===== config.mk =====
export PLATFORM = sky130hd
export DESIGN_NAME = muldiv_seq
export DESIGN_NICKNAME = d
export VERILOG_FILES = /design/src/rtl/muldiv_seq.sv
export SDC_FILE = /design/constraint.sdc
export NUM_CORES = 1
export LEC_CHECK = 0
export CAP_MARGIN = 20
export CORE_MARGIN = 5
export CORE_UTILIZATION = 45
export CTS_BUF_LIST = sky130_fd_sc_hd__clkbuf_2 sky130_fd_sc_hd__clkbuf_4 sky130_fd_sc_hd__clkbuf_8
export DETAILED_ROUTE_END_ITERATION = 16
export GPL_ROUTABILITY_DRIVEN = 0
export GPL_TIMING_DRIVEN = 0
export HOLD_SLACK_MARGIN = 0.15
export PLACE_DENSITY = 0.68
export SLEW_MARGIN = 20
export SYNTH_ARGS = -nofsm -noshare
export SYNTH_HDL_FRONTEND = slang
export SYNTH_SLANG_ARGS = --single-unit

===== constraint.sdc =====
create_clock -name iClk -period 5.6 [get_ports iClk]
set_input_delay 0.56 -clock iClk [delete_from_list [all_inputs] [get_ports iClk]]
set_output_delay 0.56 -clock iClk [all_outputs]
set_load 0.1 [all_outputs]

===== src/rtl/muldiv_seq.sv =====
`default_nettype none
// muldiv_seq: multi-cycle shift-add multiply / restoring divide with persistent HI/LO results.
// Define MULDIV_SIGNED_EN to make ops 00/01 signed; otherwise they behave as unsigned 10/11.
module muldiv_seq #(
  parameter int WIDTH = 32
) (
  input  logic             iClk,
  input  logic             iRst,
  input  logic             iStart,
  input  logic [1:0]       iOp,
  input  logic [WIDTH-1:0] iA,
  input  logic [WIDTH-1:0] iB,
  output logic             oBusy,
  output logic             oDone,
  output logic [WIDTH-1:0] oHi,
  output logic [WIDTH-1:0] oLo,
  output logic             oDivZero
);
  localparam int CW = $clog2(WIDTH);
  localparam logic [1:0] S_IDLE = 2'd0;
  localparam logic [1:0] S_RUN  = 2'd1;
  localparam logic [1:0] S_FIX  = 2'd2;

  logic [1:0]       state, state_nxt;
  logic [CW-1:0]    cnt;
  logic [WIDTH-1:0] acc, shreg, opnd, a_cap;
  logic             is_div, div_zero;
  logic [WIDTH-1:0] a_mag, b_mag;
  logic [WIDTH:0]   mul_sum, div_shift, div_diff;
  logic [WIDTH-1:0] hi_fix, lo_fix;
  logic             start_ok;

  assign start_ok = (state == S_IDLE) && iStart;

`ifdef MULDIV_SIGNED_EN
  logic sgn_a, sgn_b, neg_main, neg_rem;

  always_comb begin
    sgn_a = ~iOp[1] & iA[WIDTH-1];
    sgn_b = ~iOp[1] & iB[WIDTH-1];
    a_mag = sgn_a ? -iA : iA;
    b_mag = sgn_b ? -iB : iB;
  end

  always_ff @(posedge iClk or posedge iRst) begin
    if (iRst) begin
      neg_main <= 1'b0;
      neg_rem  <= 1'b0;
    end else if (start_ok) begin
      neg_main <= sgn_a ^ sgn_b;
      neg_rem  <= sgn_a;
    end
  end
`else
  logic unused_op_sign;
  assign unused_op_sign = iOp[1];

  always_comb begin
    a_mag = iA;
    b_mag = iB;
  end
`endif

  // State register
  always_ff @(posedge iClk or posedge iRst) begin
    if (iRst) state <= S_IDLE;
    else      state <= state_nxt;
  end

  // Next-state logic
  always_comb begin
    state_nxt = state;
    case (state)
      S_IDLE:  if (iStart) state_nxt = S_RUN;
      S_RUN:   if (cnt == '0) state_nxt = S_FIX;
      S_FIX:   state_nxt = S_IDLE;
      default: state_nxt = S_IDLE;
    endcase
  end

  // Output logic
  always_comb begin
    oBusy = (state != S_IDLE);
  end

  always_comb begin
    mul_sum   = {1'b0, acc} + (shreg[0] ? {1'b0, opnd} : '0);
    div_shift = {acc, shreg[WIDTH-1]};
    div_diff  = div_shift - {1'b0, opnd};
  end

  // acc/shreg hold {hi,lo} of the product, or {remainder, dividend->quotient} for divide.
  always_ff @(posedge iClk or posedge iRst) begin
    if (iRst) begin
      cnt      <= '0;
      acc      <= '0;
      shreg    <= '0;
      opnd     <= '0;
      a_cap    <= '0;
      is_div   <= 1'b0;
      div_zero <= 1'b0;
    end else if (start_ok) begin
      cnt      <= CW'(WIDTH - 1);
      acc      <= '0;
      shreg    <= iOp[0] ? a_mag : b_mag;
      opnd     <= iOp[0] ? b_mag : a_mag;
      a_cap    <= iA;
      is_div   <= iOp[0];
      div_zero <= iOp[0] && (iB == '0);
    end else if (state == S_RUN) begin
      if (cnt != '0) cnt <= cnt - 1'b1;
      if (!is_div) begin
        acc   <= mul_sum[WIDTH:1];
        shreg <= {mul_sum[0], shreg[WIDTH-1:1]};
      end else if (!div_diff[WIDTH]) begin
        acc   <= div_diff[WIDTH-1:0];
        shreg <= {shreg[WIDTH-2:0], 1'b1};
      end else begin
        acc   <= div_shift[WIDTH-1:0];
        shreg <= {shreg[WIDTH-2:0], 1'b0};
      end
    end
  end

  always_comb begin
    hi_fix = acc;
    lo_fix = shreg;
    if (is_div && div_zero) begin
      hi_fix = a_cap;
      lo_fix = '1;
`ifdef MULDIV_SIGNED_EN
    end else if (!is_div) begin
      if (neg_main) {hi_fix, lo_fix} = -{acc, shreg};
    end else begin
      if (neg_rem)  hi_fix = -acc;
      if (neg_main) lo_fix = -shreg;
`endif
    end
  end

  always_ff @(posedge iClk or posedge iRst) begin
    if (iRst) begin
      oDone    <= 1'b0;
      oHi      <= '0;
      oLo      <= '0;
      oDivZero <= 1'b0;
    end else begin
      oDone <= (state == S_FIX);
      if (state == S_FIX) begin
        oHi      <= hi_fix;
        oLo      <= lo_fix;
        oDivZero <= div_zero;
      end
    end
  end
endmodule
`default_nettype wire

==> results.py, run 1 <==
metrics = {
    "outcome": {
        "status": "complete, no violations",
    },
    "timing": {
        "setup_slack_ns": 1.618,
        "whs_ns": 0.2612,
        "maxSlewViolCount": 0,
        "finalClockSkew_ns": 0.03495,
        "setup_viol": 0,
        "worst_pin_slew_ns": 1.106,
        "fmax_ghz": 0.2512,
        "min_period_ns": 3.982,
        "finalHoldViolations": 0,
        "slew_headroom_pct": 26.24,
        "rsz0062_at_grt": "no",
        "fin_crit_sh_pct": 71.10,
        "finalSetupTns_ns": 0,
    },
    "grt": {
        "grt_max_degree": 35,
        "grt_pass1_wl_um": 63560,
        "grt_pass1_vias": 11600,
        "antenna_found_initial": 0,
        "grt-ovfl-total": 0,
        "gr-usage-all-layers_pct": 23.97,
    },
    "cts": {
        "clk_latency_ns": 0.58,
        "cts_buffer_depth": 3,
        "clock-root-buffer": "clkbuf_8",
        "post_cts_resized": 0,
        "path_clk_slew_ns": 0.07,
        "cts_tree": "built",
        "cts.sinks": 203,
        "postCtsSetupBuffers": 0,
        "h-tree-depth": 1,
        "cts_hold_buf": 0,
        "cts_made_buffers": 31,
    },
    "routing": {
        "routed_via_density": 5.709,
        "first_pass_iters": 6,
        "vias": 11580,
        "wirelength_um": 40490,
        "wl_per_cell_um": 19.96,
        "ant_nets": 0,
        "drc": 0,
        "dr.first_iter.drc_count": 865,
    },
    "floorplan": {
        "die-area_um2": 32530,
        "die_w_um": 180.4,
        "pin_count": 136,
        "start_util_pct": 45.51,
        "core-area_um2": 28700,
        "die_h_um": 180.4,
        "rows": 62,
    },
    "critical_path": {
        "crit_slowest_cell": "buf_1",
        "critical_path_required_ns": 6.03,
        "cp-start-kind": "flip-flop",
        "cp_cell_sequence": "buf_1 -> nand2_1 -> fa_1 -> nand2b_1 -> a21oi_1 -> o211a_1 -> o21ai_1 -> a211o_1 -> a21oi_1 -> a311oi_1 -> a211oi_1 -> o21ai_1",
        "worst_ep_arrival_time_ns": 4.41,
        "crit_path_end_kind": "flip-flop",
        "max_stage_delay_ns": 0.65,
        "cp_max_fo": 10,
        "crit_type": "reg -> reg",
    },
    "final_layout": {
        "final_util_pct": 54.27,
        "fin_cells": 2028,
        "num-fill-cells": 2662,
        "synthToLayoutAreaGrowth_pct": 19.26,
        "nets": 1769,
        "antenna_cells": 0,
        "drive_above_1_share_pct": 4.440,
        "design_area_um2": 15580,
    },
    "power": {
        "powerDensity_nw_per_um2": 623.8,
        "power_frac_clock_pct": 11.8,
        "p_leak_nw": 7.138,
        "comb_power_share_pct": 61.3,
        "p_int_mw": 4.991,
        "p_sw_mw": 4.727,
        "peakVddDrop_uv": 350.1,
        "pwr-share-seq_pct": 26.9,
        "total_power_mw": 9.718,
        "switching_share_pct": 48.64,
    },
    "place": {
        "dp_hpwl_um": 32480,
        "io_buffers": 134,
        "post-place-ws_ns": 1.656,
        "dp_cells": 1983,
        "dpl_cell_area_um2": 15040,
    },
    "logic_synthesis": {
        "synth_top_area_share_pct": 38.89,
        "yosys.area_share.simple_pct": 15.58,
        "syn_inst": 1458,
        "ys_warn_count": 0,
        "ys_seq_elements": 203,
        "synth-xor-area-share_pct": 3.420,
        "synth_top_family_by_area": "compound AO/OA/AOI/OAI gates",
        "synth_most_common_cell": "nand2_1",
        "netlist_top_cells_area": "dfrtp_1, mux2i_1, nand2_1, ha_1, o21ai_0",
        "seq_area_frac_synth_pct": 38.89,
        "synth_top_cell_by_area": "dfrtp_1",
        "synthAdderAreaFrac_pct": 6.629,
        "syn_area_per_cell_um2": 8.958,
        "synth_top_flop_cell": "dfrtp_1",
        "yosys-top-cells-count": "nand2_1, dfrtp_1, mux2i_1, o21ai_0, a21oi_1",
        "synthMuxAreaShare_pct": 10.05,
        "netlist-cell-type-count": 70,
        "synth_edf_count": 0,
        "synth_compound_area_share_pct": 21.27,
        "synth_area_um2": 13060,
        "syn-num-nets": 1595,
        "async_flop_share_pct": 100.0,
    },
    "worst_hold_path": {
        "hold_path.class": "in -> async",
    },
    "flow_run": {
        "drv_cap": 0,
    },
}
kinds of logic after synthesis:
group                    Yosys count
buffers and inverters            141
XOR/XNOR                          51
adder cells (fa/ha/maj)           68
AND/OR/NAND/NOR                  455
multiplexers                     131
AO/OA/AOI/OAI                    409
flip-flops                       203
path summary, 6_finish.rpt:
check | cells past startpoint | endpoint | slack, ns | start
max | 12 | acc[27] | 1.62 | shreg[0]
min | 2 | a_cap[1] | 0.26 | iRst
max reg2reg | 12 | acc[27] | 1.62 | shreg[0]
min reg2reg | 2 | a_cap[26] | 0.48 | a_cap[26]
max in group asynchronous | 5 | acc[15] | 4.50 | iRst
min in group iClk | 2 | a_cap[26] | 0.48 | a_cap[26]
routing by layer:
layer  wire length, µm  GRT usage [%]  share of wire [%]
met1             18680          33.66                 46
met2             18140          38.68                 45
met3              2211          2.806                5.5
met4              1453          8.227                3.6
met5                 0              0                  0
state kept, by name, summed over array words and instances, names as in the netlist, 2 cells and up:
signal and cells:
a_cap 32, acc 32, cnt 5, oHi 32, oLo 32, opnd 32, shreg 32, state 2
power by group through the flow:
stage / registers [mW] / logic [mW] / clock network (mW)
final: 2.62 / 5.95 / 1.14
after global routing: 2.67 / 6.61 / 1.22
after CTS: 2.59 / 5.90 / 1.16
after detailed placement: 2.61 / 5.85 / 0
after global placement: 2.61 / 5.74 / 0
after floorplan: 2.44 / 4.49 / 0
worst max-delay path, delay by kind of cell, from the launching register on:
family | cells | cell delay [ns]
compound gates | 8 | 1.83
fa+ha+maj | 1 | 0.42
buf+inv | 1 | 0.65
flops | 1 | 0.53
simple gates | 2 | 0.39
cell usage in the layout, fill, tap and decap left out, types with 14 or more instances in the layout:
cell	Yosys	layout
nand3_1	17	17
buf_1	14	14
and2_1	39	39
a21oi_1	71	71
a21o_1	31	31
o21ai_0	91	91
o22a_1	32	32
ha_1	66	66
o21ai_1	30	30
inv_1	52	51
nor2_1	55	55
clkbuf_1	67	67
mux2i_1	130	130
clkbuf_8	0	32
clkdlybuf4s50_1	0	134
nand2_1	259	259
xor2_1	18	18
xnor2_1	33	33
dfrtp_1	203	203
nor3_1	19	19
o221ai_1	37	37
area by class of cell:
type	count	area [µm²]	area share, %
timing repair buffer	141	1496	9.606
tap	384	480.5	3.084
clock buffer	43	523.0	3.357
sequential	203	5080	32.61
multi-input combinational	1114	7437	47.74
inverter	53	202.7	1.301
clock inverter	2	12.51	0.08032
buffer	88	345.3	2.217
Note: power is estimated with default switching activity, not from simulation.
==> run 2, diff against run 1 <==
--- a/config.mk
+++ b/config.mk
@@ -13,7 +13,7 @@
 export GPL_ROUTABILITY_DRIVEN = 0
 export GPL_TIMING_DRIVEN = 0
 export HOLD_SLACK_MARGIN = 0.15
-export PLACE_DENSITY = 0.68
+export PLACE_DENSITY = 0.66
 export SLEW_MARGIN = 20
 export SYNTH_ARGS = -nofsm -noshare
 export SYNTH_HDL_FRONTEND = slang
==> constraint.sdc (replaced) <==
create_clock -name iClk -period 3.86 [get_ports iClk]
set_input_delay 0.386 -clock iClk [delete_from_list [all_inputs] [get_ports iClk]]
set_output_delay 0.386 -clock iClk [all_outputs]
set_load 0.1 [all_outputs]
==> results.py, run 2 (same netlist as run 1, synthesis figures left out) <==
metrics = {
    "cts": {
        "cts.sinks": 203,
        "h-tree-depth": 2,
        "cts_hold_buf": 0,
        "cts_tree": "built",
        "clock-root-buffer": "clkbuf_8",
        "cts_made_buffers": 35,
        "path_clk_slew_ns": 0.07,
        "clk_latency_ns": 0.54,
        "cts_buffer_depth": 3,
    },
    "place": {
        "post-place-ws_ns": -0.05871,
        "dp_hpwl_um": 32920,
        "io_buffers": 134,
    },
    "timing": {
        "slew_headroom_pct": 23.17,
        "fin_crit_sh_pct": 95.92,
        "finalHoldViolations": 0,
        "finalClockSkew_ns": 0.03187,
        "setup_viol": 0,
        "min_period_ns": 3.703,
        "worst_pin_slew_ns": 1.152,
        "setup_slack_ns": 0.1574,
        "rsz0062_at_grt": "no",
        "maxSlewViolCount": 0,
        "finalSetupTns_ns": 0,
        "fmax_ghz": 0.2701,
    },
    "floorplan": {
        "core-area_um2": 28700,
        "pin_count": 136,
        "die_h_um": 180.4,
        "die_w_um": 180.4,
        "die-area_um2": 32530,
        "rows": 62,
        "start_util_pct": 45.51,
    },
    "routing": {
        "first_pass_iters": 7,
        "routed_via_density": 5.714,
        "vias": 11660,
        "wirelength_um": 41090,
        "wl_per_cell_um": 20.13,
        "drc": 0,
        "dr.first_iter.drc_count": 878,
        "ant_nets": 0,
    },
    "final_layout": {
        "final_common_cell": "nand2_1",
        "antenna_cells": 0,
        "num-fill-cells": 2640,
        "layout_common_cells": "nand2_1, dfrtp_1, clkdlybuf4s50_1",
        "drive_above_1_share_pct": 5.371,
        "synthToLayoutAreaGrowth_pct": 20.53,
        "nets": 1773,
    },
    "critical_path": {
        "ff2ff_setup_slack_ns": 0.16,
        "worst_ep_arrival_time_ns": 4.16,
        "critical_path_required_ns": 4.32,
        "r2r_cells": 13,
        "r2r_end": "acc[30]",
        "crit_path_end_kind": "flip-flop",
        "cp_max_fo": 10,
        "cp-start-kind": "flip-flop",
        "crit_type": "reg -> reg",
        "r2r_start": "shreg[31]",
    },
    "power": {
        "comb_power_share_pct": 59.8,
        "p_int_mw": 7.494,
        "p_leak_nw": 7.220,
        "switching_share_pct": 48.20,
        "power_frac_clock_pct": 13.6,
        "p_sw_mw": 6.973,
        "peakVddDrop_uv": 445.3,
        "total_power_mw": 14.47,
        "powerDensity_nw_per_um2": 918.9,
        "pwr-share-seq_pct": 26.5,
    },
    "grt": {
        "antenna_found_initial": 0,
        "grt_pass1_wl_um": 64710,
        "gr-usage-all-layers_pct": 24.51,
        "grt_max_degree": 34,
        "grt-ovfl-total": 0,
        "grt_pass1_vias": 11580,
    },
    "worst_hold_path": {
        "hold_path.class": "in -> async",
    },
    "flow_run": {
        "drv_cap": 0,
    },
    "outcome": {
        "status": "complete, no violations",
    },
}
==> run 2: changes by cell type in the layout (fill, tap and decap cells not counted), sizes merged <==
cell and change:
buf -1, inv +1, clkbuf +9, clkinv +3, clkinvlp +1
==> run 2: what timing repair did <==
item	CTS	global route
resized for setup	2	2
pin swaps	0	0
setup buffers	0	0
setup endpoints to repair	6	2
endpoints found under the hold margin	0	0
==> run 2: worst max-delay path by stage <==
stage               from  endpoint  slack [ns]  depth (start not counted)
2_1_floorplan       iRst  a_cap[0]        0.84                          1
3_3_place_gp        iRst   acc[29]       -0.82                          2
5_1_grt        shreg[31]   acc[30]       0.005                         13
4_1_cts        shreg[31]  shreg[0]        0.02                         13
6_report       shreg[31]   acc[30]        0.16                         13
3_5_place_dp   shreg[31]  shreg[0]       -0.06                         13
==> run 2: final cells by class <==
| cell class | instances | area (µm²) | share of cell area, % |
|---|---|---|---|
| multi-input cells | 1114 | 7445 | 47.29 |
| inverters | 53 | 202.7 | 1.288 |
| flip-flops and latches | 203 | 5081 | 32.28 |
| clock buffers | 51 | 651.9 | 4.141 |
| plain buffers | 88 | 349.1 | 2.217 |
| repair buffers | 141 | 1489 | 9.458 |
| clock inverters | 7 | 43.79 | 0.2782 |
| well taps | 384 | 480.5 | 3.052 |
==> run 2: worst max-delay path, stage by stage (launching register included) <==
cell and delay [ns]:
dfrtp_2 0.52, inv_1 0.08, ha_1 0.23, fa_1 0.38, nand2b_1 0.20, a21oi_1 0.29
o21a_1 0.24, o211ai_1 0.20, a31o_2 0.35, xnor2_1 0.22, buf_2 0.34, o2111ai_1 0.25
a21oi_1 0.21, a221o_1 0.13
==> run 2: through the flow <==
| step | cells | instance area (µm²) | util, % | hold WS, ns |
|---|---|---|---|---|
| 6_report | 2041 | 15740 | 54.85 | 0.2417 |
| 3_3_place_gp | 1976 | 14890 | 51.87 | 0.4588 |
| 3_5_place_dp | 1983 | 15030 | 52.38 | 0.4650 |
| 5_1_grt | 2041 | 15740 | 54.85 | 0.2759 |
| 4_1_cts | 2041 | 15730 | 54.81 | 0.2416 |
| 2_1_floorplan | 1458 | 13070 | - | 0.4450 |
==> run 2: power groups by stage <==
stage	Combinational (mW)	Sequential [mW]	Clock, mW
floorplan	6.51	3.53	0
global placement	8.35	3.81	0
detailed placement	8.50	3.82	0
CTS	8.57	3.80	2.00
global route	9.64	3.91	2.11
finish	8.66	3.84	1.97
==> run 2: layer usage <==
| layer | vias up | share of wire [%] | GRT usage (%) | wire [µm] |
|---|---|---|---|---|
| met1 | 5632 | 46 | 34.25 | 18850 |
| li1 | 5621 | - | - | - |
| met5 | - | 0 | 0 | 0 |
| met4 | 0 | 2.5 | 6.806 | 1027 |
| met3 | 65 | 5.8 | 3.331 | 2400 |
| met2 | 344 | 46 | 40.20 | 18810 |
